$ cat src/rtl/alu_sub_seq32_if.sv
// -----------------------------------------------------------------------------
// alu_sub_seq32_if
// Operand-request and result handshake bundle for the sequenced subtractor.
//
//   op_valid / op_ready        operand handshake (requester -> sequencer)
//   op_a, op_b, op_bin         minuend, subtrahend, borrow-in
//   res_valid / res_ready      result handshake (sequencer -> consumer)
//   res_diff                   op_a - op_b - op_bin, mod 2^DATA_W
//   res_borrow/zero/neg/ovf    result flags
//
// Modports: slave  = the sequencer itself
//           master = the requester / result consumer
// -----------------------------------------------------------------------------
interface alu_sub_seq32_if #(
    parameter int DATA_W = 32
);
    logic              op_valid;
    logic              op_ready;
    logic [DATA_W-1:0] op_a;
    logic [DATA_W-1:0] op_b;
    logic              op_bin;
    logic              res_valid;
    logic              res_ready;
    logic [DATA_W-1:0] res_diff;
    logic              res_borrow;
    logic              res_zero;
    logic              res_neg;
    logic              res_ovf;

    modport slave (
        input  op_valid, op_a, op_b, op_bin, res_ready,
        output op_ready, res_valid, res_diff, res_borrow, res_zero, res_neg, res_ovf
    );

    modport master (
        output op_valid, op_a, op_b, op_bin, res_ready,
        input  op_ready, res_valid, res_diff, res_borrow, res_zero, res_neg, res_ovf
    );
endinterface

$ cat src/rtl/alu_sub_seq32.sv
// -----------------------------------------------------------------------------
// alu_sub_seq32
// Multi-cycle DATA_W-bit subtractor built around an external SLICE_W-bit
// subtractor slice. The operands are latched, then fed to the slice one
// SLICE_W-bit chunk per cycle (LSB chunk first) with the borrow chained
// between chunks; the per-chunk differences are reassembled into the result.
//
// Ports:
//   clk, rst_n          clock (rising edge), asynchronous active-low reset
//   flush               synchronous abort back to IDLE (beats op_valid/res_ready)
//   bus (slave)         operand and result handshakes, see alu_sub_seq32_if
//   slice_a, slice_b    chunk operands to the external slice
//   slice_ci            borrow into the slice (1 = borrow)
//   slice_diff          chunk difference from the slice (combinational)
//   slice_co            borrow out of the slice (1 = borrow)
//
// Optional feature: define ALU_SUB_SEQ_OVF_EN to generate the signed overflow
// flag; without it res_ovf is tied to 0.
//
// DATA_W must be a multiple of SLICE_W; the chunk count is derived, not set.
// -----------------------------------------------------------------------------
module alu_sub_seq32 #(
    parameter int DATA_W  = 32,
    parameter int SLICE_W = 8
) (
    input  logic               clk,
    input  logic               rst_n,
    input  logic               flush,
    alu_sub_seq32_if.slave     bus,
    output logic [SLICE_W-1:0] slice_a,
    output logic [SLICE_W-1:0] slice_b,
    output logic               slice_ci,
    input  logic [SLICE_W-1:0] slice_diff,
    input  logic               slice_co
);
    localparam int NSLICE = DATA_W / SLICE_W;
    localparam int IDX_W  = (NSLICE > 1) ? $clog2(NSLICE) : 1;
    localparam logic [IDX_W-1:0] LAST_IDX = IDX_W'(NSLICE - 1);

    typedef enum logic [1:0] {
        IDLE,
        RUN,
        DONE
    } state_e;

    state_e                         state_q, state_d;
    logic                           alive_q;   // low until the first edge after reset
    logic [IDX_W-1:0]               idx_q;
    logic [NSLICE-1:0][SLICE_W-1:0] a_q, b_q, diff_q;
    logic                           bin_q;
    logic                           borrow_q;
    logic                           accept;
    logic                           run_last;
    logic                           done;

    // op_ready is only raised once alive_q is set, so it stays 0 while in reset.
    assign accept   = (state_q == IDLE) && alive_q && bus.op_valid;
    assign run_last = (state_q == RUN) && (idx_q == LAST_IDX);
    assign done     = (state_q == DONE);

    // ---------------------------------------------------------------- state reg
    always_ff @(posedge clk or negedge rst_n) begin
        if (!rst_n) begin
            state_q <= IDLE;
            alive_q <= 1'b0;
        end else begin
            // NOTE: clocked state uses non-blocking assignments so every register
            // samples the pre-edge values regardless of statement order.
            state_q <= state_d;
            alive_q <= 1'b1;
        end
    end

    // --------------------------------------------------------------- next state
    always_comb begin
        state_d = state_q;
        unique case (state_q)
            IDLE:    if (accept)        state_d = RUN;
            RUN:     if (run_last)      state_d = DONE;
            DONE:    if (bus.res_ready) state_d = IDLE;
            default:                    state_d = IDLE;
        endcase
        if (flush) state_d = IDLE;
    end

    // ------------------------------------------------------------------ outputs
    always_comb begin
        // NOTE: every output gets a default before the case, so no branch can
        // leave one unassigned and infer a latch.
        bus.op_ready  = 1'b0;
        bus.res_valid = 1'b0;
        slice_a       = '0;
        slice_b       = '0;
        slice_ci      = 1'b0;
        unique case (state_q)
            IDLE: bus.op_ready = alive_q;
            RUN: begin
                slice_a  = a_q[idx_q];
                slice_b  = b_q[idx_q];
                slice_ci = (idx_q == '0) ? bin_q : borrow_q;
            end
            DONE:    bus.res_valid = 1'b1;
            default: ;
        endcase
    end

    // Result flags only mean anything once all chunks have been captured.
    assign bus.res_diff   = diff_q;
    assign bus.res_borrow = done && borrow_q;
    assign bus.res_zero   = done && (diff_q == '0);
    assign bus.res_neg    = done && diff_q[NSLICE-1][SLICE_W-1];

    // ----------------------------------------------------------------- datapath
    always_ff @(posedge clk or negedge rst_n) begin
        if (!rst_n) begin
            // NOTE: the operand/result registers are cleared too, because
            // res_diff must read 0 while reset is asserted.
            idx_q    <= '0;
            a_q      <= '0;
            b_q      <= '0;
            diff_q   <= '0;
            bin_q    <= 1'b0;
            borrow_q <= 1'b0;
        end else if (flush) begin
            idx_q <= '0;
        end else if (accept) begin
            a_q   <= bus.op_a;
            b_q   <= bus.op_b;
            bin_q <= bus.op_bin;
            idx_q <= '0;
        end else if (state_q == RUN) begin
            diff_q[idx_q] <= slice_diff;
            borrow_q      <= slice_co;
            // Wrap explicitly on exit so a non-power-of-two chunk count is safe.
            idx_q         <= run_last ? '0 : idx_q + 1'b1;
        end
    end

    // ------------------------------------------------------- optional overflow
`ifdef ALU_SUB_SEQ_OVF_EN
    logic ovf_q;

    // Captured with the top chunk, whose MSB is the result sign.
    always_ff @(posedge clk or negedge rst_n) begin
        if (!rst_n) begin
            ovf_q <= 1'b0;
        end else if (flush || accept) begin
            ovf_q <= 1'b0;
        end else if (run_last) begin
            ovf_q <= (a_q[NSLICE-1][SLICE_W-1] != b_q[NSLICE-1][SLICE_W-1]) &&
                     (slice_diff[SLICE_W-1] != a_q[NSLICE-1][SLICE_W-1]);
        end
    end

    assign bus.res_ovf = done && ovf_q;
`else
    assign bus.res_ovf = 1'b0;
`endif

endmodule

$ cat src/flat_wrapper.sv
// flat-port wrapper written by rule: the top's interface ports become plain ports
module alu_sub_seq32_flat 
#(
    parameter int DATA_W  = 32,
    parameter int SLICE_W = 8
)
  (clk, rst_n, flush, slice_a, slice_b, slice_ci, slice_diff, slice_co, bus_op_valid, bus_op_a, bus_op_b, bus_op_bin, bus_res_ready, bus_op_ready, bus_res_valid, bus_res_diff, bus_res_borrow, bus_res_zero, bus_res_neg, bus_res_ovf);
  alu_sub_seq32_if #(.DATA_W(DATA_W)) bus_i ();
  input  logic clk;
  input  logic rst_n;
  input  logic flush;
  output logic [SLICE_W-1:0] slice_a;
  output logic [SLICE_W-1:0] slice_b;
  output logic slice_ci;
  input  logic [SLICE_W-1:0] slice_diff;
  input  logic slice_co;
  input wire logic [$bits(bus_i.op_valid)-1:0] bus_op_valid;
  input wire logic [$bits(bus_i.op_a)-1:0] bus_op_a;
  input wire logic [$bits(bus_i.op_b)-1:0] bus_op_b;
  input wire logic [$bits(bus_i.op_bin)-1:0] bus_op_bin;
  input wire logic [$bits(bus_i.res_ready)-1:0] bus_res_ready;
  output wire logic [$bits(bus_i.op_ready)-1:0] bus_op_ready;
  output wire logic [$bits(bus_i.res_valid)-1:0] bus_res_valid;
  output wire logic [$bits(bus_i.res_diff)-1:0] bus_res_diff;
  output wire logic [$bits(bus_i.res_borrow)-1:0] bus_res_borrow;
  output wire logic [$bits(bus_i.res_zero)-1:0] bus_res_zero;
  output wire logic [$bits(bus_i.res_neg)-1:0] bus_res_neg;
  output wire logic [$bits(bus_i.res_ovf)-1:0] bus_res_ovf;
  assign bus_i.op_valid = bus_op_valid;
  assign bus_i.op_a = bus_op_a;
  assign bus_i.op_b = bus_op_b;
  assign bus_i.op_bin = bus_op_bin;
  assign bus_i.res_ready = bus_res_ready;
  assign bus_op_ready = bus_i.op_ready;
  assign bus_res_valid = bus_i.res_valid;
  assign bus_res_diff = bus_i.res_diff;
  assign bus_res_borrow = bus_i.res_borrow;
  assign bus_res_zero = bus_i.res_zero;
  assign bus_res_neg = bus_i.res_neg;
  assign bus_res_ovf = bus_i.res_ovf;
  alu_sub_seq32 #(.DATA_W(DATA_W), .SLICE_W(SLICE_W)) u_core (.clk(clk), .rst_n(rst_n), .flush(flush), .bus(bus_i), .slice_a(slice_a), .slice_b(slice_b), .slice_ci(slice_ci), .slice_diff(slice_diff), .slice_co(slice_co));
endmodule
$ cat config.mk
export PLATFORM = sky130hd
export DESIGN_NAME = alu_sub_seq32_flat
export DESIGN_NICKNAME = d
export VERILOG_FILES = /design/src/rtl/alu_sub_seq32_if.sv /design/src/rtl/alu_sub_seq32.sv /design/src/flat_wrapper.sv
export SDC_FILE = /design/constraint.sdc
export NUM_CORES = 1
export LEC_CHECK = 0
export ABC_AREA = 1
export CAP_MARGIN = 20
export CORE_MARGIN = 2
export CORE_UTILIZATION = 44
export DETAILED_ROUTE_END_ITERATION = 12
export HOLD_SLACK_MARGIN = 0.1
export PLACE_DENSITY = 0.77
export SKIP_CTS_REPAIR_TIMING = 1
export SLEW_MARGIN = 20
export SYNTH_ARGS = -nofsm -noshare
export SYNTH_HDL_FRONTEND = slang
export SYNTH_SLANG_ARGS = --single-unit
export TNS_END_PERCENT = 20
$ cat constraint.sdc
create_clock -name clk -period 1.7 [get_ports clk]
set_input_delay 0.34 -clock clk [delete_from_list [all_inputs] [get_ports clk]]
set_output_delay 0.34 -clock clk [all_outputs]
set_load 0.1 [all_outputs]
# Yosys cells after proc, flatten, opt, wreduce, memory -nomap -nowiden
# Cells that the tools add are included.
# word_totals
regBits,103
latch_bits,0
ramBits,0
romBits,0
out_inout_bits,55
wordCells,64
mem_count,0
# classes
n_addsub,1
mul,0
div_mod_pow,0
n_lt_le_gt_ge,2
n_eq_ne,6
n_shift,0
mux,22
n_bitwise,2
reduce_logical,14
# ops
operator,n
2-to-1 mux 8 bit,5
binary-select mux 8 bit (select 2 bit),2
bitwise mux 32 bit,1
zero test 32 bit,1
demux 8 bit (select 2 bit),1
2-to-1 mux 2 bit,8
logical AND 1 bit,7
"inequality test 3 x 2 -> 1 bit, second input constant",2
one-hot mux 2 bit (3 select lines),1
AND reduction 3 bit,2
"== test 2 bit, second input constant",2
zero test 2 bit,2
2-to-1 mux 1 bit,4
"less-than comparator 2 x 3 -> 1 bit, second input constant",1
"inequality test 3 bit, second input constant",1
nonzero test 3 bit,1
"adder 2 x 1 -> 2 bit, second input constant",1
"== test 2 x 1 -> 1 bit, second input constant",1
">= comparator 2 x 1 -> 1 bit, second input constant",1
NOT 1 bit,2
AND reduction 2 bit,1

# Depth between registers and ports, before layout
# Gate-level depths: netlist (run 1).
# depth
word_depth,6
ltp_mapped,8

# Worst setup path before layout (run 1)
# No wires, ideal clock.
# synth_timing
path_kind,flip-flop to output port
start,register u_core.state_q[0]
end,output bus_op_ready
t_arrival_ns,2.633
required_ns,1.360
slack_ns,-1.273
path_stages_with_launch,2
path_buffers,0
cell_sequence,dfrtp_1 > nor3b_1
# synth_via
elab_chain_len,2
# synth_rtl
element,line_no,source
start: declaration,alu_sub_seq32.sv:46,"state_e state_q, state_d;"
start signal: assignment,alu_sub_seq32.sv:69,state_q <= state_d;
zero test 2 bit,alu_sub_seq32.sv:95,unique case (state_q)
2-to-1 mux 1 bit,alu_sub_seq32.sv:95,
end: declaration,flat_wrapper.sv:22,output wire logic [$bits(bus_i.op_ready)-1:0] bus_op_ready;
# No other way between the ends.

# Final worst setup path (run 1)
# layout_timing
start,register u_core.idx_q[0]
end,output slice_ci
# layout_via
elab_chain_len,3
# layout_rtl
element,line_no,source
start: declaration,alu_sub_seq32.sv:48,logic [IDX_W-1:0] idx_q;
start signal: assignment,alu_sub_seq32.sv:135,idx_q <= run_last ? '0 : idx_q + 1'b1;
zero test 2 bit,alu_sub_seq32.sv:100,slice_ci = (idx_q == '0) ? bin_q : borrow_q;
2-to-1 mux 1 bit,alu_sub_seq32.sv:100,
2-to-1 mux 1 bit,alu_sub_seq32.sv:95,
end: declaration,flat_wrapper.sv:14,output logic slice_ci;
# No other way between the ends.

==> results of run 1 <==
layout by cell type (no fill, tap or decap), drive strengths merged:
cell type      count
conb               2
dfrtp            103
o31ai              1
a21oi             17
clkdlybuf4s50     77
clkbuf            11
nor2              90
or2                1
nand2            115
nor3b              1
clkinvlp           1
inv               84
nand4              2
buf               73
nand3              4
bufinv             3
ha                 4
o21ai            132
dlygate4sd3        1
Yosys cell counts (all sizes together):
| cell | number | area share [%] |
|---|---|---|
| inv | 83 | 6.4 |
| o31ai | 1 | 0.15 |
| or2 | 1 | 0.13 |
| dfrtp | 103 | 53 |
| o21ai | 132 | 15 |
| nand2 | 115 | 9.4 |
| clkbuf | 7 | 0.61 |
| buf | 23 | 4.2 |
| ha | 4 | 1.0 |
| nor3b | 1 | 0.15 |
| conb | 2 | 0.15 |
| nand4 | 2 | 0.38 |
| nor2 | 90 | 7.0 |
| a21oi | 17 | 1.7 |
| nand3 | 4 | 0.51 |
metal layers:
metal | vias up | part of all wire, % | track usage, % | wire length [um]
met5 | - | 0 | 0 | 0
met4 | 0 | 2.4 | 8.14 | 305
met3 | 26 | 6.8 | 3.79 | 873
met2 | 171 | 50 | 38.8 | 6440
met1 | 2071 | 41 | 29.7 | 5270
li1 | 2088 | - | - | -
worst paths after layout:
check,endpoint,cells past startpoint,slack [ns],start
hold / removal,u_core.bus.res_diff[8],2,0.47,rst_n
hold reg to reg,u_core.b_q[6],2,0.49,u_core.b_q[6]
max in group asynchronous,u_core.bus.res_diff[19],3,0.63,rst_n
setup reg to reg,u_core.idx_q[0],4,0.26,u_core.idx_q[0]
setup / recovery,slice_ci,7,-0.32,u_core.idx_q[0]
min in group clk,u_core.b_q[6],2,0.49,u_core.b_q[6]
worst max-delay path: stages (launching register included):
cell	delay, ns
dfrtp_2	0.47
inv_2	0.08
buf_6	0.14
ha_4	0.17
nor2_2	0.09
a21oi_2	0.05
nor2_4	0.12
buf_12	0.18
power breakdown:
group	internal [mW]	leakage, nW	switching, mW
clock network	0.977	0.113	0.853
logic	1.24	2.10	2.02
registers	2.93	1.27	0.381
total	5.14	3.49	3.26
area by class of cell:
cell class | instances | area [sq um]
clock buffers | 10 | 128
clock inverters | 5 | 106
fillers | 811 | 3260
inverters | 83 | 319
multi-input cells | 369 | 2060
flip-flops and latches | 103 | 2650
well taps | 140 | 175
repair buffers | 152 | 2140
sequential cells by signal, summed over array words and instances (netlist names):
name and cells:
u_core.b_q 32, u_core.idx_q 2, u_core.a_q 32, u_core.alive_q 1, u_core.borrow_q 1, u_core.bin_q 1
u_core.bus.res_diff 32, u_core.state_q 2
cells by family after synthesis:
logic type                 after synthesis  synth area share, %
and+or+nand+nor                        213                 17.6
buffers and inverters                  113                 11.2
DFF                                    103                 52.7
adders and majority gates                4                 1.02
AOI/OAI and AO/OA                      150                 17.4
other                                    2                0.153
per-stage QoR:
stage	area [sq um]	hold WS [ns]	setup TNS, ns	power (mW)
6_report	7580	0.473	-5.33	8.40
5_1_grt	7580	0.501	-6.55	8.77
4_1_cts	7450	-0.0826	-6.75	8.35
3_5_place_dp	7220	0.325	0	6.54
3_3_place_gp	7220	0.319	0	6.44
2_1_floorplan	5230	0.0444	-3.24	5.27
==> metrics.txt, run 1 <==
Avg Synthesized Cell Area 8.37 sq um; gr usage total 22.9%; vias 4356; die width 109 um; CTS max path bufs 2; Max Cap Viol 0; pre-CTS WS 0.0105 ns; sequential fraction of the synthesis area 52.7%; Num CTS Buffers 9; post-layout min period 2.02 ns; diodes inserted 0; fraction of layout cells with a size suffix above 1 27.4%; leakage dissipation 3.49 nW; I/O Buffers 132; Post-Route WL 12900 um; fin. max-slew vios 0; ratio of final minimum period to clock period 119%; clk sink count 103; wire length of the first global-routing pass 21200 um; FP Rows 38; DRT antenna net count 0; Final Skew 0.0186 ns; unrepaired setup endpoints after global routing yes; violated checks negative setup slack; fmax 0.495 GHz; CP Capture Type output port; initial antenna violation count 0; setup ws final -0.319 ns; final hold violations 0; vias in the first global route 4434; outcome finished, violations left; largest net degree at the start of global routing 56; die height 109 um; Max VDD drop 0.000950 V; vias per cell 5.05; worst hold path class input port to async pin; CP Max Fanout 6; CP required 1.36 ns; gp weighted congestion 0.901; Core ar. 10800 sq um; dpl cells 844; Wirelength per Cell 15.0 um; clock-pin slew on the worst setup and hold paths 0.11 ns; Clock Tree Root clkbuf_8; Post-DP HPWL 9510 um; nets 801; fin util 69.9%; Post-Syn Area 4890 sq um; CTS tree done; Initial Util 45.2%; DR iter-0 viols 212; TritonRoute pass-1 iters 5; htree depth 3; GR Overflow Total 0; Critical Path AT 1.68 ns; latest clock arrival within the worst-skew pair 0.37 ns; #FFs+latches synth 103; CP Launch Type flip-flop; I/O pin count 134; number of distinct library cells after synthesis 26; final setup fails 20; synth warn 0; Power Density 1110 nW/um^2; Post-Synthesis Cells 585; synth-to-layout area growth 54.8%; non-filler cells, final 862; Post-route DRC 0; Setup CP Type flip-flop to output port; total die area 12000 sq um; Syn Nets 668
Power figures use the tool's default switching activity.
==> inputs of run 2 (changes only) <==
SLEW_MARGIN = 0   (was 20)
==> results of run 2 <==
Same layout as run 1: the final DEF is identical, and so are final timing and power.
==> inputs of run 3 (changes only) <==
MAX_ROUTING_LAYER = met4   (was default)
clock period = 1.6 ns   (was 1.7 ns; I/O delays follow)
==> metrics.txt, run 3 (same netlist as run 1, synthesis figures left out) <==
outcome finished, violations left (unchanged); violated checks negative setup slack (unchanged); wire length of the first global-routing pass 20700 um (was 21200 um); clk sink count 103 (unchanged); hold path start bus_op_a[29]; gp weighted congestion 0.914 (was 0.901); post-layout min period 1.97 ns; logic gate share of total power 41.8% (was 38.8%); final setup fails 22 (was 20); CP Capture Type output port (unchanged); largest net degree at the start of global routing 44 (was 56); vias in the first global route 4359 (was 4434); vias 4339 (was 4356); RR Endpoint u_core.idx_q[0] (unchanged); I/O pin count 134 (unchanged); total die area 12000 sq um (unchanged); setup TNS -6.43 ns (was -5.33 ns); die height 109 um (unchanged); worst hold slack 0.489 ns (was 0.473 ns); unrepaired setup endpoints after global routing yes (unchanged); htree depth 3 (unchanged); synth-to-layout area growth 56.6% (was 54.8%); CP Max Fanout 20 (was 6); fraction of layout cells with a size suffix above 1 28.7% (was 27.4%); Final Skew 0.0156 ns (was 0.0186 ns); Critical Path AT 1.65 ns (was 1.68 ns); non-filler cells, final 878 (was 862); worst hold path class input port to flip-flop (was input port to async pin); hold endpoint u_core.a_q[29]; CP required 1.28 ns (was 1.36 ns); CTS tree done (unchanged); Int Pwr 5.24 mW (was 5.14 mW); Initial Util 45.2% (unchanged); Clock Tree Root clkbuf_8 (unchanged); fmax 0.507 GHz; DR iter-0 viols 184 (was 212); Clk pwr share 18.2% (was 21.8%); CTS max path bufs 2 (unchanged); switching share of power 39.3% (was 38.8%); ratio of final minimum period to clock period 123%; Core ar. 10800 sq um (unchanged); setup ws final -0.374 ns (was -0.319 ns); Post-DP HPWL 9620 um (was 9510 um); pre-CTS WS -0.0687 ns (was 0.0105 ns); Setup CP Type flip-flop to output port (unchanged); Post-Route WL 12600 um (was 12900 um); CP Launch Type flip-flop (unchanged); TritonRoute pass-1 iters 4 (was 5); R2R Path Start u_core.idx_q[0] (unchanged); DRT antenna net count 0 (unchanged); Worst Reg-to-Reg Cells 4 (unchanged); P_sw 3.39 mW (was 3.26 mW); I/O Buffers 132 (unchanged); GR Overflow Total 0 (unchanged); latest clock arrival within the worst-skew pair 0.36 ns (was 0.37 ns); Num CTS Buffers 9 (unchanged); clock-pin slew on the worst setup and hold paths 0.10 ns (was 0.11 ns); commonest non-fill, non-tap cell in the layout nand2_1 (unchanged); Max VDD drop 0.000982 V (was 0.000950 V); Wirelength per Cell 14.3 um (was 15.0 um); fin. max-slew vios 0 (unchanged); Max Cap Viol 0 (unchanged); die width 109 um (unchanged); diodes inserted 0 (unchanged); Reg2Reg Setup Slack 0.09 ns (was 0.26 ns); leading cell types in the layout, fill and taps excluded nand2_1, o21ai_1, nor2_1 (unchanged); gr usage total 23.0% (was 22.9%); initial antenna violation count 0 (unchanged); nets 816 (was 801); Post-route DRC 0 (unchanged); leakage dissipation 3.54 nW (was 3.49 nW); Power Density 1130 nW/um^2 (was 1110 nW/um^2); Hold Path Depth 3; FP Rows 38 (unchanged); final hold violations 0 (unchanged); vias per cell 4.94 (was 5.05); dpl cells 861 (was 844); Flop pwr share 40.0% (was 39.4%)
## run 3: cell count changes in the layout (fill, tap and decap cells not counted), sizes merged
cell,delta
clkbuf,+4
bufinv,-2
inv,-1
buf,+16
clkinvlp,-1
## run 3: layer usage
metal / up-vias / routed length (um) / GRT usage, %
li1: 2126 / - / -
met1: 2026 / 5370 / 29.0
met2: 162 / 6210 / 37.3
met3: 25 / 721 / 4.09
met4: 0 / 281 / 8.32
met5: - / 0 / -
## run 3: worst max-delay path, cell delays in order, from the launching register on
cell,delay (ns)
dfrtp_2,0.44
buf_12,0.17
nor2_1,0.07
nor2_1,0.14
o21ai_2,0.09
a21oi_4,0.18
buf_12,0.19
## run 3: worst max path at each step
| stage | startpoint | endpoint | slack [ns] |
|---|---|---|---|
| final | u_core.idx_q[0] | slice_b[4] | -0.37 |
| after global routing | u_core.idx_q[0] | slice_b[0] | -0.45 |
| after CTS | u_core.idx_q[0] | slice_a[2] | -0.47 |
| after detailed placement | flush | u_core.a_q[28] | -0.07 |
| after global placement | flush | u_core.idx_q[0] | -0.01 |
| after floorplan | u_core.bus.res_diff[4] | bus_res_zero | -0.23 |
## run 3: cell type report
cell class | count | area (sq um)
well taps | 140 | 175
multi-input cells | 369 | 2080
inverters | 83 | 327
repair buffers | 167 | 2270
clock inverters | 1 | 30.0
clock buffers | 15 | 146
flip-flops and latches | 103 | 2650
fillers | 809 | 3170
## run 3: power groups by stage
stage	combinational [mW]	clock (mW)	sequential, mW
after floorplan	1.28	0	4.35
after global placement	3.53	0	3.46
after detailed placement	3.60	0	3.49
after CTS	3.61	1.61	3.44
after global routing	3.84	1.70	3.51
final	3.61	1.57	3.46
## run 3: per-stage QoR
stage / total power [mW] / instance area (sq um) / utilization (%)
2_1_floorplan: 5.64 / 5290 / -
3_3_place_gp: 6.99 / 7410 / 68.4
3_5_place_dp: 7.09 / 7410 / 68.4
4_1_cts: 8.66 / 7590 / 70.0
5_1_grt: 9.05 / 7670 / 70.7
6_report: 8.64 / 7670 / 70.7
